$ cat src/rtl/encoder_4x2_pkg.sv
// ============================================================================
// Module : encoder_4x2_pkg
// Shared code constants and code type for the 4-to-2 priority encoder.
// Rev    : 1.0
// ============================================================================
`default_nettype none

package encoder_4x2_pkg;

  typedef logic [1:0] code_t;

  localparam code_t CODE_A = 2'b11;
  localparam code_t CODE_B = 2'b10;
  localparam code_t CODE_C = 2'b01;
  localparam code_t CODE_D = 2'b00;

endpackage

`default_nettype wire

$ cat src/rtl/encoder_4x2_core.sv
// ============================================================================
// Module : encoder_4x2_core
// Combinational a>b>c>d priority encode with any-request and multi-hot flags.
// Rev    : 1.0
// ============================================================================
`default_nettype none

module encoder_4x2_core
  import encoder_4x2_pkg::*;
(
  input  logic  a,
  input  logic  b,
  input  logic  c,
  input  logic  d,
  output code_t code,
  output logic  any,
  output logic  multi
);

  always_comb begin
    code = CODE_D;
    if (a)      code = CODE_A;
    else if (b) code = CODE_B;
    else if (c) code = CODE_C;
    else        code = CODE_D;
  end

  assign any   = a | b | c | d;
  // Two or more set is true exactly when some pair is set together.
  assign multi = (a & b) | (a & c) | (a & d) | (b & c) | (b & d) | (c & d);

endmodule

`default_nettype wire

$ cat src/rtl/encoder_4x2.sv
// ============================================================================
// Module : encoder_4x2
// Registered 4-to-2 priority encoder with valid, multi-hot flag and counter.
// Rev    : 1.0
// ============================================================================
`default_nettype none

module encoder_4x2
  import encoder_4x2_pkg::*;
#(
  parameter int CNT_W = 8
) (
  input  logic             clk,
  input  logic             rst_n,
  input  logic             en,
  input  logic             clr_cnt,
  input  logic             a,
  input  logic             b,
  input  logic             c,
  input  logic             d,
  output logic             o1,
  output logic             o2,
  output logic             valid,
  output logic             multi,
  output logic [CNT_W-1:0] err_cnt
);

  localparam logic [CNT_W-1:0] CNT_MAX = '1;
  localparam logic [CNT_W-1:0] CNT_ONE = {{(CNT_W-1){1'b0}}, 1'b1};

  code_t w_code;
  logic  w_any;
  logic  w_multi;

  encoder_4x2_core u_core (
    .a     (a),
    .b     (b),
    .c     (c),
    .d     (d),
    .code  (w_code),
    .any   (w_any),
    .multi (w_multi)
  );

  always_ff @(posedge clk or negedge rst_n) begin
    if (!rst_n) begin
      o1    <= 1'b0;
      o2    <= 1'b0;
      valid <= 1'b0;
      multi <= 1'b0;
    end else if (en) begin
      o1    <= w_code[1];
      o2    <= w_code[0];
      valid <= w_any;
      multi <= w_multi;
    end
  end

  // Clear takes precedence over increment and is honoured even when en is low.
  always_ff @(posedge clk or negedge rst_n) begin
    if (!rst_n) begin
      err_cnt <= '0;
    end else if (clr_cnt) begin
      err_cnt <= '0;
    end else if (en && w_multi && (err_cnt != CNT_MAX)) begin
      err_cnt <= err_cnt + CNT_ONE;
    end
  end

endmodule

`default_nettype wire

$ cat config.mk
export PLATFORM = sky130hd
export DESIGN_NAME = encoder_4x2
export DESIGN_NICKNAME = d
export VERILOG_FILES = /design/src/rtl/encoder_4x2_pkg.sv /design/src/rtl/encoder_4x2_core.sv /design/src/rtl/encoder_4x2.sv
export SDC_FILE = /design/constraint.sdc
export NUM_CORES = 1
export LEC_CHECK = 0
export CORE_MARGIN = 3
export CORE_UTILIZATION = 47
export DETAILED_ROUTE_END_ITERATION = 16
export GPL_ROUTABILITY_DRIVEN = 0
export PLACE_DENSITY = 0.88
export SLEW_MARGIN = 40
export SYNTH_ARGS = -nofsm -noshare
export SYNTH_HDL_FRONTEND = slang
export SYNTH_SLANG_ARGS = --single-unit
export TNS_END_PERCENT = 100
$ cat constraint.sdc
create_clock -name clk -period 2.65 [get_ports clk]
set_input_delay 0.265 -clock clk [delete_from_list [all_inputs] [get_ports clk]]
set_output_delay 0.265 -clock clk [all_outputs]
set_load 0.005 [all_outputs]
=== Word-level counts from Yosys, hierarchy flattened ===
Cells that the tools add are included.

* Memory bits (writable): 0
* Output and inout port bits: 12
* Input port bits: 8
* Memories: 0
* Bits in latches: 0
* Register bits: 12
* ROM bits: 0

* Shifts and indexed selects: 0
* Add/subtract/negate cells: 1
* $mul: 0
* Bitwise operators: 14
* Magnitude comparators: 0
* Reductions and logical operators: 3
* Eq/ne operators: 1
* Muxes and demuxes: 5
* Divide/modulo/power cells: 0

{| class="wikitable"
|+ Operators by type and width
! kind !! number
|-
| two-way mux 8 bit || 2
|-
| adder 8 x 1 -> 8 bit, second input constant || 1
|-
| inequality test 8 bit, second input constant || 1
|-
| bitwise OR 1 bit || 8
|-
| bitwise AND 1 bit || 6
|-
| two-way mux 2 bit || 2
|-
| logical AND 1 bit || 2
|-
| nonzero test 2 bit || 1
|-
| two-way mux 1 bit || 1
|}

=== Depth between registers and ports, before layout ===
* Word-level depth: 10
* Depth in mapped cells: 5

=== Cells and area by module ===
From an unflattened synthesis, not the netlist that was laid out.

* Cells, all modules: 67
* Area, all modules: 678.2 um2

{| class="wikitable"
|+ By module, submodules not included
! module !! sequential area each (um2) !! cells each !! area an instance (um2) !! instances
|-
| encoder_4x2 || 300.3 || 60 || 633.1 || 1
|-
| encoder_4x2_core || 0.0 || 7 || 45.0 || 1
|}

=== Worst setup path before layout ===
OpenSTA, ideal clock, no wires.

* Kind: register to register
* Start: register err_cnt[0]
* End: register err_cnt[0]
* Buffers on the path: 0
* Data arrival time: 1446 ps
* Stages on the path, launching flop included: 5
* Setup time: 125 ps
* Slack: 1079 ps
* Path through: dfrtp_1 ha_1 and3_1 a31oi_1 mux2_2

* Word-level cells in the longest chain between the ends: 3

{| class="wikitable"
|+ Ends and longest elaborated chain
! what !! RTL line !! RTL
|-
| start, declared || encoder_4x2.sv:25 || <nowiki>output logic [CNT_W-1:0] err_cnt</nowiki>
|-
| start signal, assigned || encoder_4x2.sv:66 || <nowiki>err_cnt <= err_cnt + CNT_ONE;</nowiki>
|-
| adder 8 x 1 -> 8 bit or inequality test 8 bit (tied branches) || encoder_4x2.sv:66, encoder_4x2.sv:65 ||
|-
| two-way mux 8 bit or logical AND 1 bit (tied branches) || encoder_4x2.sv:65 || <nowiki>end else if (en && w_multi && (err_cnt != CNT_MAX)) begin</nowiki>
|-
| two-way mux 8 bit or nonzero test 2 bit (tied branches) || n/a ||
|}

Several ways; a longest one is shown, not always the timed one. The select of a mux whose other input is x is not followed.
A chain may end at the register's enable or synchronous reset.

=== Final worst setup path ===
Ends and elaborated chain as after synthesis.

==> impl_metrics.json <==
{
  "drt-total-wl_um": 1450,
  "syn_nets": 74,
  "worstPathArrival_ps": 1860,
  "worst_pin_slew_ps": 542,
  "post-route-util_pct": 71.9,
  "dieArea_um2": 1850,
  "avgRoutedWirePerCell_um": 14.6,
  "worst_setup_path_start_kind": "flip-flop",
  "finalHoldViolations": 0,
  "finalSetupTns_ps": 0,
  "viasPerCell": 5.89,
  "syn2layout_area_growth_pct": 34.0,
  "clock_latency_ps": 270,
  "vias": 583,
  "synthAdderAreaFrac_pct": 3.69,
  "clockBufferDepth": 2,
  "grt_max_degree": 13,
  "io_pins": 20,
  "ir_drop_mv": 0.311,
  "ys_async_sr_fraction_pct": 100,
  "drv_cap": 0,
  "die_h_um": 43.0,
  "clkTransAtPathRegs_ps": 70,
  "synth_xor_xnor_area_share_pct": 0,
  "endpoint_kind": "flip-flop",
  "synth_cells": 65,
  "power_density_nw_per_um2": 423,
  "dpl.hpwl_um": 1050,
  "avgSynthCellArea_um2": 9.91,
  "yosysWarnings": 0,
  "yosys.area_share.simple_pct": 22.3,
  "die_w_um": 43.0,
  "synth.ff_latch_count": 12,
  "fillers": 96,
  "antenna_cells": 0,
  "ant_nets": 0,
  "grt_pass1_wl_um": 2450,
  "synth_mux_area_share_pct": 5.05,
  "drt-initial-drc-count": 18,
  "synth_cell_types": 30,
  "internal_power_mw": 0.276,
  "start_util_pct": 53.6,
  "grt_pass1_vias": 555,
  "drt_first_pass_iters": 4,
  "fin_cells": 99,
  "synth.area.top_cells": "dfrtp_1 (47%), a21oi_1 (4.7%), nor2_1 (4.7%)",
  "p_seq_share_pct": 53.7,
  "worstSetupPathType": "reg2reg",
  "synth_edf_count": 0,
  "drive_above_1_share_pct": 11.8,
  "cts_root_buf": "clkbuf_4",
  "swShare_pct": 24.4,
  "grtUsageTotal_pct": 17.8,
  "worstPathRequired_ps": 2810,
  "p_leak_nw": 0.362,
  "synth-compound-area-share_pct": 18.8,
  "cts-buffers-inserted": 3,
  "clockPowerShare_pct": 29.9,
  "cts_resized": 0,
  "fin_nets": 96,
  "post_cts_buffers": 0,
  "yosysMostFrequentCell": "dfrtp_1",
  "hold_buffers": 0,
  "ys_seq_area_share_pct": 46.6,
  "rsz0062_at_grt": "no",
  "min_path_type": "in2async",
  "p_sw_mw": 0.0891,
  "comb_power_share_pct": 16.4,
  "netlist_area_um2": 644,
  "rows": 12,
  "clock-sinks": 12,
  "htreeDepth": 1,
  "multi_input_area_um2": 322,
  "synth_largest_area_cell": "dfrtp_1",
  "synthTopCellsByCount": "dfrtp_1 (12), nor2_1 (8), a21oi_1 (6)",
  "status": "completed",
  "dp_cells": 96,
  "setup_violations": 0,
  "post-route-min-period_ps": 1710,
  "drc": 0,
  "io_buffers": 19,
  "antenna_found_initial": 0,
  "cts_tree": "built",
  "finClkSkew_ps": 3.33,
  "worstPathMaxFanout": 7,
  "coreArea_um2": 1200,
  "synth_top_area_share_pct": 46.6,
  "regArea_um2": 300,
  "synth_top_family_by_area": "simple AND/OR/NAND/NOR gates",
  "finalMaxSlewViolations": 0,
  "yosys_most_used_dff": "dfrtp_1",
  "fin_crit_sh_pct": 64.5,
  "overflow": 0,
  "slew_headroom_pct": 63.7,
  "fmax_mhz": 585
}
[power groups by stage]
stage / Sequential (mW) / Clock, mW / Combinational [mW]
after floorplan: 0.200 / 0 / 0.0237
after global routing: 0.197 / 0.120 / 0.0659
after CTS: 0.196 / 0.111 / 0.0605
after detailed placement: 0.200 / 0 / 0.0599
final: 0.196 / 0.109 / 0.0598
after global placement: 0.199 / 0 / 0.0584
[critical path, stage by stage, from the launching register on]
cell and delay [ps]:
dfrtp_1 430, ha_1 290, and3_1 220, a31oi_1 280
mux2_2 380
[per-layer routing]
layer,vias up,part of all wire [%],routed length [um],GRT usage (%)
li1,282,-,-,-
met1,271,45,651,21.9
met5,-,0,0,0
met4,0,2.1,30,7.23
met3,4,8.2,118,4.66
met2,26,45,645,29.0
[registers in the layout, summed over array words and instances (netlist names)]
name     cells
err_cnt      8
multi        1
o1           1
o2           1
valid        1
[layout make-up]
class                           instances  area share, %
Multi-Input combinational cell         48           37.2
Sequential cell                        12           34.8
Timing Repair Buffer                   19           22.0
Clock buffer                            3           2.61
Tap cell                               14           2.03
Inverter                                3           1.30
[path summary, 6_finish.rpt]
path / from / to / slack (ps) / cells after the start
setup / recovery: err_cnt[0] / err_cnt[0] / 940 / 4
hold / removal: rst_n / err_cnt[6] / 350 / 1
setup reg to reg: err_cnt[0] / err_cnt[0] / 940 / 4
hold reg to reg: o1 / o1 / 540 / 2
max in group asynchronous: rst_n / o2 / 1940 / 1
min in group clk: o1 / o1 / 540 / 2
[cell usage in the layout (no fill, tap or decap), types with 2 or more instances in the layout]
cell / count
clkdlybuf4s50_1: 19
dfrtp_1: 12
nor2_1: 8
a21oi_1: 6
inv_1: 3
a31oi_1: 3
nor3_1: 3
clkbuf_4: 3
and3_1: 2
and3_4: 2
nor2b_1: 2
nand4_1: 2
mux2_2: 2
nand2b_1: 2
[kinds of logic after synthesis]
| family | after synthesis |
|---|---|
| AO/OA/AOI/OAI | 18 |
| adder cells (fa/ha/maj) | 2 |
| buffers and inverters | 5 |
| flip-flops | 12 |
| multiplexers | 3 |
| AND/OR/NAND/NOR | 25 |
[through the flow]
| stage | cell area (um^2) | total power [mW] | hold WS [ps] | worst slack (ps) |
|---|---|---|---|---|
| after floorplan | 644 | 0.224 | -30.6 | 1080 |
| after global placement | 841 | 0.257 | 515 | 725 |
| after detailed placement | 841 | 0.259 | 523 | 706 |
| after CTS | 863 | 0.367 | 367 | 943 |
| after global routing | 863 | 0.383 | 385 | 837 |
| final | 863 | 0.365 | 346 | 941 |
Note: power is estimated with default switching activity, not from simulation.
